[src/rtl/cw305_reg_mailbox_if.sv]
// Register front-end strobes plus the core-side TX/RX streams of the mailbox.
// The mailbox attaches as slave; the host front-end/core model drives the master side.
interface cw305_reg_mailbox_if #(
  parameter int pADDR_WIDTH   = 21,
  parameter int pBYTECNT_SIZE = 7,
  parameter int pDATA_WIDTH   = 32
);
  logic [pADDR_WIDTH-pBYTECNT_SIZE-1:0] reg_address;
  logic [pBYTECNT_SIZE-1:0]             reg_bytecnt;
  logic                                 reg_read;
  logic                                 reg_write;
  logic                                 reg_addrvalid;
  logic [7:0]                           write_data;
  logic [7:0]                           read_data;
  logic [pDATA_WIDTH-1:0]               O_tx_data;
  logic                                 O_tx_valid;
  logic                                 I_tx_ready;
  logic [pDATA_WIDTH-1:0]               I_rx_data;
  logic                                 I_rx_valid;
  logic                                 O_rx_ready;
  logic                                 O_irq;

  modport slave (
    input  reg_address, reg_bytecnt, reg_read, reg_write, reg_addrvalid, write_data,
    input  I_tx_ready, I_rx_data, I_rx_valid,
    output read_data, O_tx_data, O_tx_valid, O_rx_ready, O_irq
  );

  modport master (
    output reg_address, reg_bytecnt, reg_read, reg_write, reg_addrvalid, write_data,
    output I_tx_ready, I_rx_data, I_rx_valid,
    input  read_data, O_tx_data, O_tx_valid, O_rx_ready, O_irq
  );
endinterface

[src/rtl/cw305_reg_mailbox.sv]
// Byte-wide register mailbox: TX FIFO (host->core) committed on the last byte,
// RX FIFO (core->host) popped on the last byte read, with status, flush and sticky errors.
module cw305_reg_mailbox #(
  parameter int pADDR_WIDTH   = 21,
  parameter int pBYTECNT_SIZE = 7,
  parameter int pDATA_WIDTH   = 32,
  parameter int pDEPTH        = 4,
  parameter logic [pADDR_WIDTH-pBYTECNT_SIZE-1:0] pREG_BASE = '0
) (
  input  logic                usb_clk,
  input  logic                reset_n,
  cw305_reg_mailbox_if.slave  bus
);

  localparam int NB  = pDATA_WIDTH / 8;
  localparam int L   = NB - 1;
  localparam int AW  = $clog2(pDEPTH);
  localparam int CW  = AW + 1;
  localparam int RAW = pADDR_WIDTH - pBYTECNT_SIZE;
  localparam int BCW = pBYTECNT_SIZE;

  typedef logic [RAW-1:0] addr_t;
  localparam addr_t A_TX   = pREG_BASE;
  localparam addr_t A_RX   = addr_t'(pREG_BASE + addr_t'(1));
  localparam addr_t A_STAT = addr_t'(pREG_BASE + addr_t'(2));
  localparam addr_t A_CTRL = addr_t'(pREG_BASE + addr_t'(3));

  // register state
  logic [NB-1:0][7:0]     stage_q, stage_d;
  logic                   commit_seen_q, pop_seen_q;
  logic [AW-1:0]          tx_wp_q, tx_wp_d, tx_rp_q, tx_rp_d;
  logic [AW-1:0]          rx_wp_q, rx_wp_d, rx_rp_q, rx_rp_d;
  logic [CW-1:0]          tx_cnt_q, tx_cnt_d, rx_cnt_q, rx_cnt_d;
  logic                   tx_ovf_q, tx_ovf_d, rx_udf_q, rx_udf_d;
  logic                   irq_en_q, irq_en_d;
  logic [7:0]             rdata_q, rdata_d;
  logic [pDATA_WIDTH-1:0] tx_mem [pDEPTH];
  logic [pDATA_WIDTH-1:0] rx_mem [pDEPTH];

  logic wr, rd, hit_tx, hit_rx, hit_stat, hit_ctrl, bc_last;
  logic commit_lvl, pop_lvl, commit, pop_edge, ctrl_wr;
  logic tx_flush, rx_flush, clr_ovf, clr_udf;
  logic tx_full, tx_empty, rx_full, rx_empty;
  logic tx_push, tx_pop, rx_push, rx_pop, ovf_set, udf_set;
  logic [NB-1:0][7:0]     commit_word;
  logic [pDATA_WIDTH-1:0] tx_head, rx_head;

  assign wr       = bus.reg_addrvalid & bus.reg_write;
  assign rd       = bus.reg_addrvalid & bus.reg_read;
  assign hit_tx   = bus.reg_address == A_TX;
  assign hit_rx   = bus.reg_address == A_RX;
  assign hit_stat = bus.reg_address == A_STAT;
  assign hit_ctrl = bus.reg_address == A_CTRL;
  assign bc_last  = bus.reg_bytecnt == BCW'(L);

  // Commit/pop fire only on the first cycle of a held last-byte access.
  assign commit_lvl = wr & hit_tx & bc_last;
  assign pop_lvl    = rd & hit_rx & bc_last;
  assign commit     = commit_lvl & ~commit_seen_q;
  assign pop_edge   = pop_lvl & ~pop_seen_q;

  assign ctrl_wr  = wr & hit_ctrl & (bus.reg_bytecnt == '0);
  assign tx_flush = ctrl_wr & bus.write_data[0];
  assign rx_flush = ctrl_wr & bus.write_data[1];
  assign clr_ovf  = ctrl_wr & bus.write_data[2];
  assign clr_udf  = ctrl_wr & bus.write_data[3];

  assign tx_full  = tx_cnt_q == CW'(pDEPTH);
  assign tx_empty = tx_cnt_q == '0;
  assign rx_full  = rx_cnt_q == CW'(pDEPTH);
  assign rx_empty = rx_cnt_q == '0;

  // Flush wins over anything touching the same FIFO in that cycle.
  assign tx_push = commit & ~tx_full & ~tx_flush;
  assign tx_pop  = ~tx_empty & bus.I_tx_ready & ~tx_flush;
  assign ovf_set = commit & tx_full & ~tx_flush;
  assign rx_push = bus.I_rx_valid & ~rx_full & ~rx_flush;
  assign rx_pop  = pop_edge & ~rx_empty & ~rx_flush;
  assign udf_set = pop_edge & rx_empty & ~rx_flush;

  assign tx_head = tx_empty ? '0 : tx_mem[tx_rp_q];
  assign rx_head = rx_empty ? '0 : rx_mem[rx_rp_q];

  always_comb begin
    commit_word    = stage_q;
    commit_word[L] = bus.write_data;
  end

  always_comb begin
    stage_d = stage_q;
    if (tx_flush) begin
      stage_d = '0;
    end else begin
      for (int i = 0; i < L; i++) begin
        if (wr && hit_tx && bus.reg_bytecnt == BCW'(i)) stage_d[i] = bus.write_data;
      end
    end
  end

  always_comb begin
    tx_cnt_d = tx_cnt_q;
    tx_wp_d  = tx_wp_q;
    tx_rp_d  = tx_rp_q;
    if (tx_flush) begin
      tx_cnt_d = '0;
      tx_wp_d  = '0;
      tx_rp_d  = '0;
    end else begin
      if (tx_push) tx_wp_d = tx_wp_q + 1'b1;
      if (tx_pop)  tx_rp_d = tx_rp_q + 1'b1;
      if (tx_push && !tx_pop)      tx_cnt_d = tx_cnt_q + 1'b1;
      else if (!tx_push && tx_pop) tx_cnt_d = tx_cnt_q - 1'b1;
    end
  end

  always_comb begin
    rx_cnt_d = rx_cnt_q;
    rx_wp_d  = rx_wp_q;
    rx_rp_d  = rx_rp_q;
    if (rx_flush) begin
      rx_cnt_d = '0;
      rx_wp_d  = '0;
      rx_rp_d  = '0;
    end else begin
      if (rx_push) rx_wp_d = rx_wp_q + 1'b1;
      if (rx_pop)  rx_rp_d = rx_rp_q + 1'b1;
      if (rx_push && !rx_pop)      rx_cnt_d = rx_cnt_q + 1'b1;
      else if (!rx_push && rx_pop) rx_cnt_d = rx_cnt_q - 1'b1;
    end
  end

  // A same-cycle set beats a clear.
  always_comb begin
    tx_ovf_d = tx_ovf_q;
    rx_udf_d = rx_udf_q;
    irq_en_d = irq_en_q;
    if (clr_ovf) tx_ovf_d = 1'b0;
    if (ovf_set) tx_ovf_d = 1'b1;
    if (clr_udf) rx_udf_d = 1'b0;
    if (udf_set) rx_udf_d = 1'b1;
    if (ctrl_wr) irq_en_d = bus.write_data[4];
  end

  always_comb begin
    rdata_d = '0;
    if (rd) begin
      if (hit_tx) begin
        for (int i = 0; i < L; i++) begin
          if (bus.reg_bytecnt == BCW'(i)) rdata_d = stage_q[i];
        end
      end else if (hit_rx) begin
        for (int i = 0; i < NB; i++) begin
          if (bus.reg_bytecnt == BCW'(i)) rdata_d = rx_head[8*i +: 8];
        end
      end else if (hit_stat) begin
        case (bus.reg_bytecnt)
          BCW'(0): rdata_d = {4'b0, rx_empty, rx_full, tx_empty, tx_full};
          BCW'(1): rdata_d = 8'(tx_cnt_q);
          BCW'(2): rdata_d = 8'(rx_cnt_q);
          BCW'(3): rdata_d = {6'b0, rx_udf_q, tx_ovf_q};
          default: rdata_d = '0;
        endcase
      end else if (hit_ctrl) begin
        if (bus.reg_bytecnt == '0) rdata_d = {3'b0, irq_en_q, 4'b0};
      end
    end
  end

  always_ff @(posedge usb_clk or negedge reset_n) begin
    if (!reset_n) begin
      stage_q       <= '0;
      commit_seen_q <= 1'b0;
      pop_seen_q    <= 1'b0;
      tx_wp_q       <= '0;
      tx_rp_q       <= '0;
      tx_cnt_q      <= '0;
      rx_wp_q       <= '0;
      rx_rp_q       <= '0;
      rx_cnt_q      <= '0;
      tx_ovf_q      <= 1'b0;
      rx_udf_q      <= 1'b0;
      irq_en_q      <= 1'b0;
      rdata_q       <= '0;
    end else begin
      stage_q       <= stage_d;
      commit_seen_q <= commit_lvl;
      pop_seen_q    <= pop_lvl;
      tx_wp_q       <= tx_wp_d;
      tx_rp_q       <= tx_rp_d;
      tx_cnt_q      <= tx_cnt_d;
      rx_wp_q       <= rx_wp_d;
      rx_rp_q       <= rx_rp_d;
      rx_cnt_q      <= rx_cnt_d;
      tx_ovf_q      <= tx_ovf_d;
      rx_udf_q      <= rx_udf_d;
      irq_en_q      <= irq_en_d;
      rdata_q       <= rdata_d;
    end
  end

  // Storage is not reset; heads are masked to zero while the FIFO is empty.
  always_ff @(posedge usb_clk) begin
    if (tx_push) tx_mem[tx_wp_q] <= commit_word;
    if (rx_push) rx_mem[rx_wp_q] <= bus.I_rx_data;
  end

  assign bus.read_data  = rdata_q;
  assign bus.O_tx_data  = tx_head;
  assign bus.O_tx_valid = ~tx_empty;
  assign bus.O_rx_ready = ~rx_full;
  assign bus.O_irq      = irq_en_q & ~rx_empty;

endmodule
[src/flat_wrapper.sv]
// flat-port wrapper written by rule: the top's interface ports become plain ports
module cw305_reg_mailbox_flat 
#(
  parameter int pADDR_WIDTH   = 21,
  parameter int pBYTECNT_SIZE = 7,
  parameter int pDATA_WIDTH   = 32,
  parameter int pDEPTH        = 4,
  parameter logic [pADDR_WIDTH-pBYTECNT_SIZE-1:0] pREG_BASE = '0
)
  (usb_clk, reset_n, bus_reg_address, bus_reg_bytecnt, bus_reg_read, bus_reg_write, bus_reg_addrvalid, bus_write_data, bus_I_tx_ready, bus_I_rx_data, bus_I_rx_valid, bus_read_data, bus_O_tx_data, bus_O_tx_valid, bus_O_rx_ready, bus_O_irq);
  cw305_reg_mailbox_if #(.pADDR_WIDTH(pADDR_WIDTH), .pBYTECNT_SIZE(pBYTECNT_SIZE), .pDATA_WIDTH(pDATA_WIDTH)) bus_i ();
  input  logic usb_clk;
  input  logic reset_n;
  input wire logic [$bits(bus_i.reg_address)-1:0] bus_reg_address;
  input wire logic [$bits(bus_i.reg_bytecnt)-1:0] bus_reg_bytecnt;
  input wire logic [$bits(bus_i.reg_read)-1:0] bus_reg_read;
  input wire logic [$bits(bus_i.reg_write)-1:0] bus_reg_write;
  input wire logic [$bits(bus_i.reg_addrvalid)-1:0] bus_reg_addrvalid;
  input wire logic [$bits(bus_i.write_data)-1:0] bus_write_data;
  input wire logic [$bits(bus_i.I_tx_ready)-1:0] bus_I_tx_ready;
  input wire logic [$bits(bus_i.I_rx_data)-1:0] bus_I_rx_data;
  input wire logic [$bits(bus_i.I_rx_valid)-1:0] bus_I_rx_valid;
  output wire logic [$bits(bus_i.read_data)-1:0] bus_read_data;
  output wire logic [$bits(bus_i.O_tx_data)-1:0] bus_O_tx_data;
  output wire logic [$bits(bus_i.O_tx_valid)-1:0] bus_O_tx_valid;
  output wire logic [$bits(bus_i.O_rx_ready)-1:0] bus_O_rx_ready;
  output wire logic [$bits(bus_i.O_irq)-1:0] bus_O_irq;
  assign bus_i.reg_address = bus_reg_address;
  assign bus_i.reg_bytecnt = bus_reg_bytecnt;
  assign bus_i.reg_read = bus_reg_read;
  assign bus_i.reg_write = bus_reg_write;
  assign bus_i.reg_addrvalid = bus_reg_addrvalid;
  assign bus_i.write_data = bus_write_data;
  assign bus_i.I_tx_ready = bus_I_tx_ready;
  assign bus_i.I_rx_data = bus_I_rx_data;
  assign bus_i.I_rx_valid = bus_I_rx_valid;
  assign bus_read_data = bus_i.read_data;
  assign bus_O_tx_data = bus_i.O_tx_data;
  assign bus_O_tx_valid = bus_i.O_tx_valid;
  assign bus_O_rx_ready = bus_i.O_rx_ready;
  assign bus_O_irq = bus_i.O_irq;
  cw305_reg_mailbox #(.pADDR_WIDTH(pADDR_WIDTH), .pBYTECNT_SIZE(pBYTECNT_SIZE), .pDATA_WIDTH(pDATA_WIDTH), .pDEPTH(pDEPTH), .pREG_BASE(pREG_BASE)) u_core (.usb_clk(usb_clk), .reset_n(reset_n), .bus(bus_i));
endmodule
[config.mk]
export PLATFORM = sky130hd
export DESIGN_NAME = cw305_reg_mailbox_flat
export DESIGN_NICKNAME = d
export VERILOG_FILES = /design/src/rtl/cw305_reg_mailbox_if.sv /design/src/rtl/cw305_reg_mailbox.sv /design/src/flat_wrapper.sv
export SDC_FILE = /design/constraint.sdc
export NUM_CORES = 1
export LEC_CHECK = 0
export BUFFER_PORTS_ARGS = -buffer_cell sky130_fd_sc_hd__buf_2
export CORE_MARGIN = 4
export CORE_UTILIZATION = 50
export CTS_CLUSTER_DIAMETER = 80
export CTS_CLUSTER_SIZE = 28
export DETAILED_ROUTE_END_ITERATION = 7
export GPL_TIMING_DRIVEN = 0
export PLACE_DENSITY = 0.71
export SETUP_SLACK_MARGIN = 0.1
export SLEW_MARGIN = 20
export SYNTH_ARGS = -nofsm -noshare
export SYNTH_HDL_FRONTEND = slang
export SYNTH_SLANG_ARGS = --single-unit
[constraint.sdc]
create_clock -name usb_clk -period 2.1 [get_ports usb_clk]
set_input_delay 0.105 -clock usb_clk [delete_from_list [all_inputs] [get_ports usb_clk]]
set_output_delay 0.105 -clock usb_clk [all_outputs]
set_load 0.1 [all_outputs]
==> impl_metrics.env <==
export IMPL_r2r_end="u_core.rx_cnt_q[2]"
export IMPL_synth_nets=763
export IMPL_fin_area_mm2=0.0159
export IMPL_crit_chain="buf_2, nor4_4, buf_4, nand4_1, nand2b_4, or4_4, ha_4, fa_2, xnor2_1, nor2_1, xnor2_1, nor2_1"
export IMPL_whs_path_depth=3
export IMPL_end_kind="flop"
export IMPL_synth_compound_area_share_pct=2.38
export IMPL_busiest_layer="met2"
export IMPL_layout_commonest_cell="edfxtp_1"
export IMPL_synth_top_family_by_area="multiplexers"
export IMPL_firstDrtPassIters=5
export IMPL_syn_area_mm2=0.0125
export IMPL_ir_drop_uv=1170
export IMPL_die_x_um=166
export IMPL_p_per_area_mw_per_mm2=974
export IMPL_numClockSinks=307
export IMPL_dp_hpwl_um=17700
export IMPL_syn_inst=683
export IMPL_postRouteAntennaNets=0
export IMPL_timing_critical_path_arrival_ns=2.55
export IMPL_cts_htree_levels=1
export IMPL_drive_gt1_share_pct=38.7
export IMPL_cts_tree="built"
export IMPL_yosys_area_share_simple_pct=7.68
export IMPL_drt_iter0_drc=636
export IMPL_status="finished with violations"
export IMPL_maxSlewViolCount=0
export IMPL_portBuffers=108
export IMPL_grt_use_met1_pct=27.4
export IMPL_area_growth_synth_to_final_pct=26.6
export IMPL_core_rowCount=57
export IMPL_wl_um=29500
export IMPL_fmax_mhz=462
export IMPL_antenna_cells=0
export IMPL_wl_per_cell_um=23.8
export IMPL_cts_buffer_depth=3
export IMPL_grt_max_degree=52
export IMPL_fin_hold_ws_ns=0.0506
export IMPL_setup_violations_final=30
export IMPL_fin_ws_ns=-0.0631
export IMPL_async_flop_share_pct=16.6
export IMPL_final_cell_mix="edfxtp_1, buf_2, mux4_2"
export IMPL_criticalPathCategory="in2reg"
export IMPL_synthXorXnorAreaFrac_pct=0.769
export IMPL_yosys_warnings=0
export IMPL_timing_final_crit_share_pct=103
export IMPL_r2r_start="u_core.rx_cnt_q[0]"
export IMPL_clock_skew_ns=0.0189
export IMPL_tightest_slew_ns=0.855
export IMPL_clk_insertion_delay_late_ns=0.50
export IMPL_synth_edf_count=256
export IMPL_cp_max_fo=3
export IMPL_die_h_um=166
export IMPL_gp_congestion=0.849
export IMPL_root_buffer="clkbuf_16"
export IMPL_hp_start="bus_reg_read"
export IMPL_whs_endpoint="u_core.bus.read_data[3]"
export IMPL_startpoint_type="primary input"
export IMPL_finalHoldViolCount=0
export IMPL_ios=111
export IMPL_finalPower_mw=15.4
export IMPL_p_leak_nw=5.94
export IMPL_rsz0062_at_grt="yes"
export IMPL_dpl_cell_area_mm2=0.0136
export IMPL_slew_headroom_pct=42.6
export IMPL_core_area_mm2=0.0245
export IMPL_met2_usage_pct=34.8
export IMPL_synth_top_flop_cell="edfxtp_1"
export IMPL_grt_overflow_total=0
export IMPL_maxCapViolations=0
export IMPL_start_util_pct=51.2
export IMPL_violations="setup timing"
export IMPL_ys_seq_area_share_pct=71.6
export IMPL_synth_cell_types=43
export IMPL_path_clk_slew_ns=0.11
export IMPL_hold_class="in2reg"
export IMPL_avgSynthCellArea_um2=18.3
export IMPL_synth_fa_ha_area_share_pct=1.32
export IMPL_grt_pass1_wl_um=43800
export IMPL_ff2ff_setup_slack_ns=-0.06
export IMPL_nets=986
export IMPL_synthMuxAreaShare_pct=14.8
export IMPL_ys_seq_elements=307
export IMPL_vias=7244
export IMPL_vias_per_cell=5.85
export IMPL_worst_path_max_delay_cell="or4_4"
export IMPL_grtUsageTotal_pct=20.3
export IMPL_crit_start="bus_reg_address[13]"
export IMPL_reg2regPathDepth=9
export IMPL_required_ns=2.49
export IMPL_cts_made_buffers=15
export IMPL_drc=0
export IMPL_crit_path_max_incr_delay_ns=0.49
export IMPL_grt_pass1_vias=7495
export IMPL_dieArea_mm2=0.0276
export IMPL_grtUsageMet3_pct=3.33
export IMPL_period_minus_slack_ns=2.16
export IMPL_antenna_found_initial=2
[logic make-up after synthesis]
| kind of cell | Yosys count |
|---|---|
| buffers and inverters | 43 |
| AO/OA/AOI/OAI | 46 |
| XOR/XNOR | 11 |
| AND/OR/NAND/NOR | 161 |
| adder cells (fa/ha/maj) | 12 |
| multiplexers | 103 |
| flip-flops | 307 |
[what timing repair did]
action,4_1_cts,5_1_grt
cloned,8,6
hold buffers,46,0
resized for setup,108,148
setup buffers,26,13
endpoints found under the hold margin,223,0
pin swaps,21,13
setup endpoints to repair,305,121
[final cells by class]
type	instances	area, µm²
Timing Repair Buffer	196	1970
Fill cell	1623	8610
Clock inverter	3	32.5
Tap cell	324	405
Multi-Input combinational cell	344	3750
Buffer	29	255
Sequential cell	307	8970
Inverter	13	48.8
Clock buffer	22	423
[critical path, delay by kind of cell]
family        cells  cell delay, ns
buf+inv           2            0.31
fa+ha+maj         2            0.52
xor+xnor          2            0.27
simple gates      6            1.34
[Yosys cell counts (4+ instances only)]
cell | number | area (µm²)
o22ai_1 | 13 | 81.3
and2_1 | 42 | 263
edfxtp_1 | 256 | 7690
nor3_1 | 10 | 50.1
a21oi_1 | 10 | 50.1
nor4_4 | 6 | 128
nand2b_1 | 5 | 31.3
xor2_1 | 4 | 35.0
inv_1 | 13 | 48.8
o21ai_0 | 7 | 35.0
dfrtp_1 | 51 | 1280
buf_2 | 12 | 60.1
nor2_1 | 51 | 191
xnor2_1 | 7 | 61.3
nand3_1 | 6 | 30.0
ha_1 | 10 | 125
nand2_1 | 19 | 71.3
o32ai_1 | 6 | 52.6
clkbuf_1 | 16 | 60.1
mux2i_1 | 35 | 350
mux4_2 | 66 | 1490
[through the flow]
stage	setup TNS, ns	setup slack (ns)	util (%)	std cells
finish	-0.968	-0.0631	64.8	1238
global route	-2.86	-0.146	64.8	1238
CTS	-3.44	-0.140	61.8	1219
detailed placement	-173.67	-1.11	55.5	1115
global placement	-141.63	-0.941	55.5	1115
floorplan	-3.75	-0.317	-	683
[worst max-delay path by stage]
stage                                     to  slack [ns]  cells after the start
final                     u_core.rx_cnt_q[2]       -0.06                     12
after global routing      u_core.rx_cnt_q[2]       -0.15                     12
after CTS                  bus_O_tx_data[11]       -0.14                      4
after detailed placement  u_core.tx_cnt_q[1]       -1.11                     11
after global placement    u_core.tx_cnt_q[1]       -0.94                     11
after floorplan           u_core.rx_cnt_q[2]       -0.32                     10
[layer usage]
layer	up-vias	wire length [µm]	part of all wire (%)
li1	3130	-	-
met1	3748	11600	39
met2	310	15300	52
met3	52	1780	6.1
met4	4	736	2.5
met5	-	21	0.071
[registers in the layout, indices dropped and copies added (netlist names)]
name and count:
u_core.rx_rp_q 2, u_core.tx_wp_q 2, u_core.tx_rp_q 2, u_core.bus.read_data 8, u_core.tx_cnt_q 3, u_core.commit_seen_q 1, u_core.rx_wp_q 2, u_core.rx_cnt_q 3
u_core.irq_en_q 1, u_core.pop_seen_q 1, u_core.rx_udf_q 1, u_core.commit_word 24, u_core.tx_ovf_q 1, u_core.tx_mem 128, u_core.rx_mem 128
[power by group]
| part | leakage, nW | internal [mW] | switching (mW) | total, mW |
|---|---|---|---|---|
| logic | 2.47 | 2.09 | 2.64 | 4.73 |
| clock network | 0.221 | 1.45 | 1.82 | 3.27 |
| registers | 3.25 | 7.22 | 0.225 | 7.44 |
| total | 5.94 | 10.8 | 4.68 | 15.4 |
Note: power is estimated with default switching activity, not from simulation.
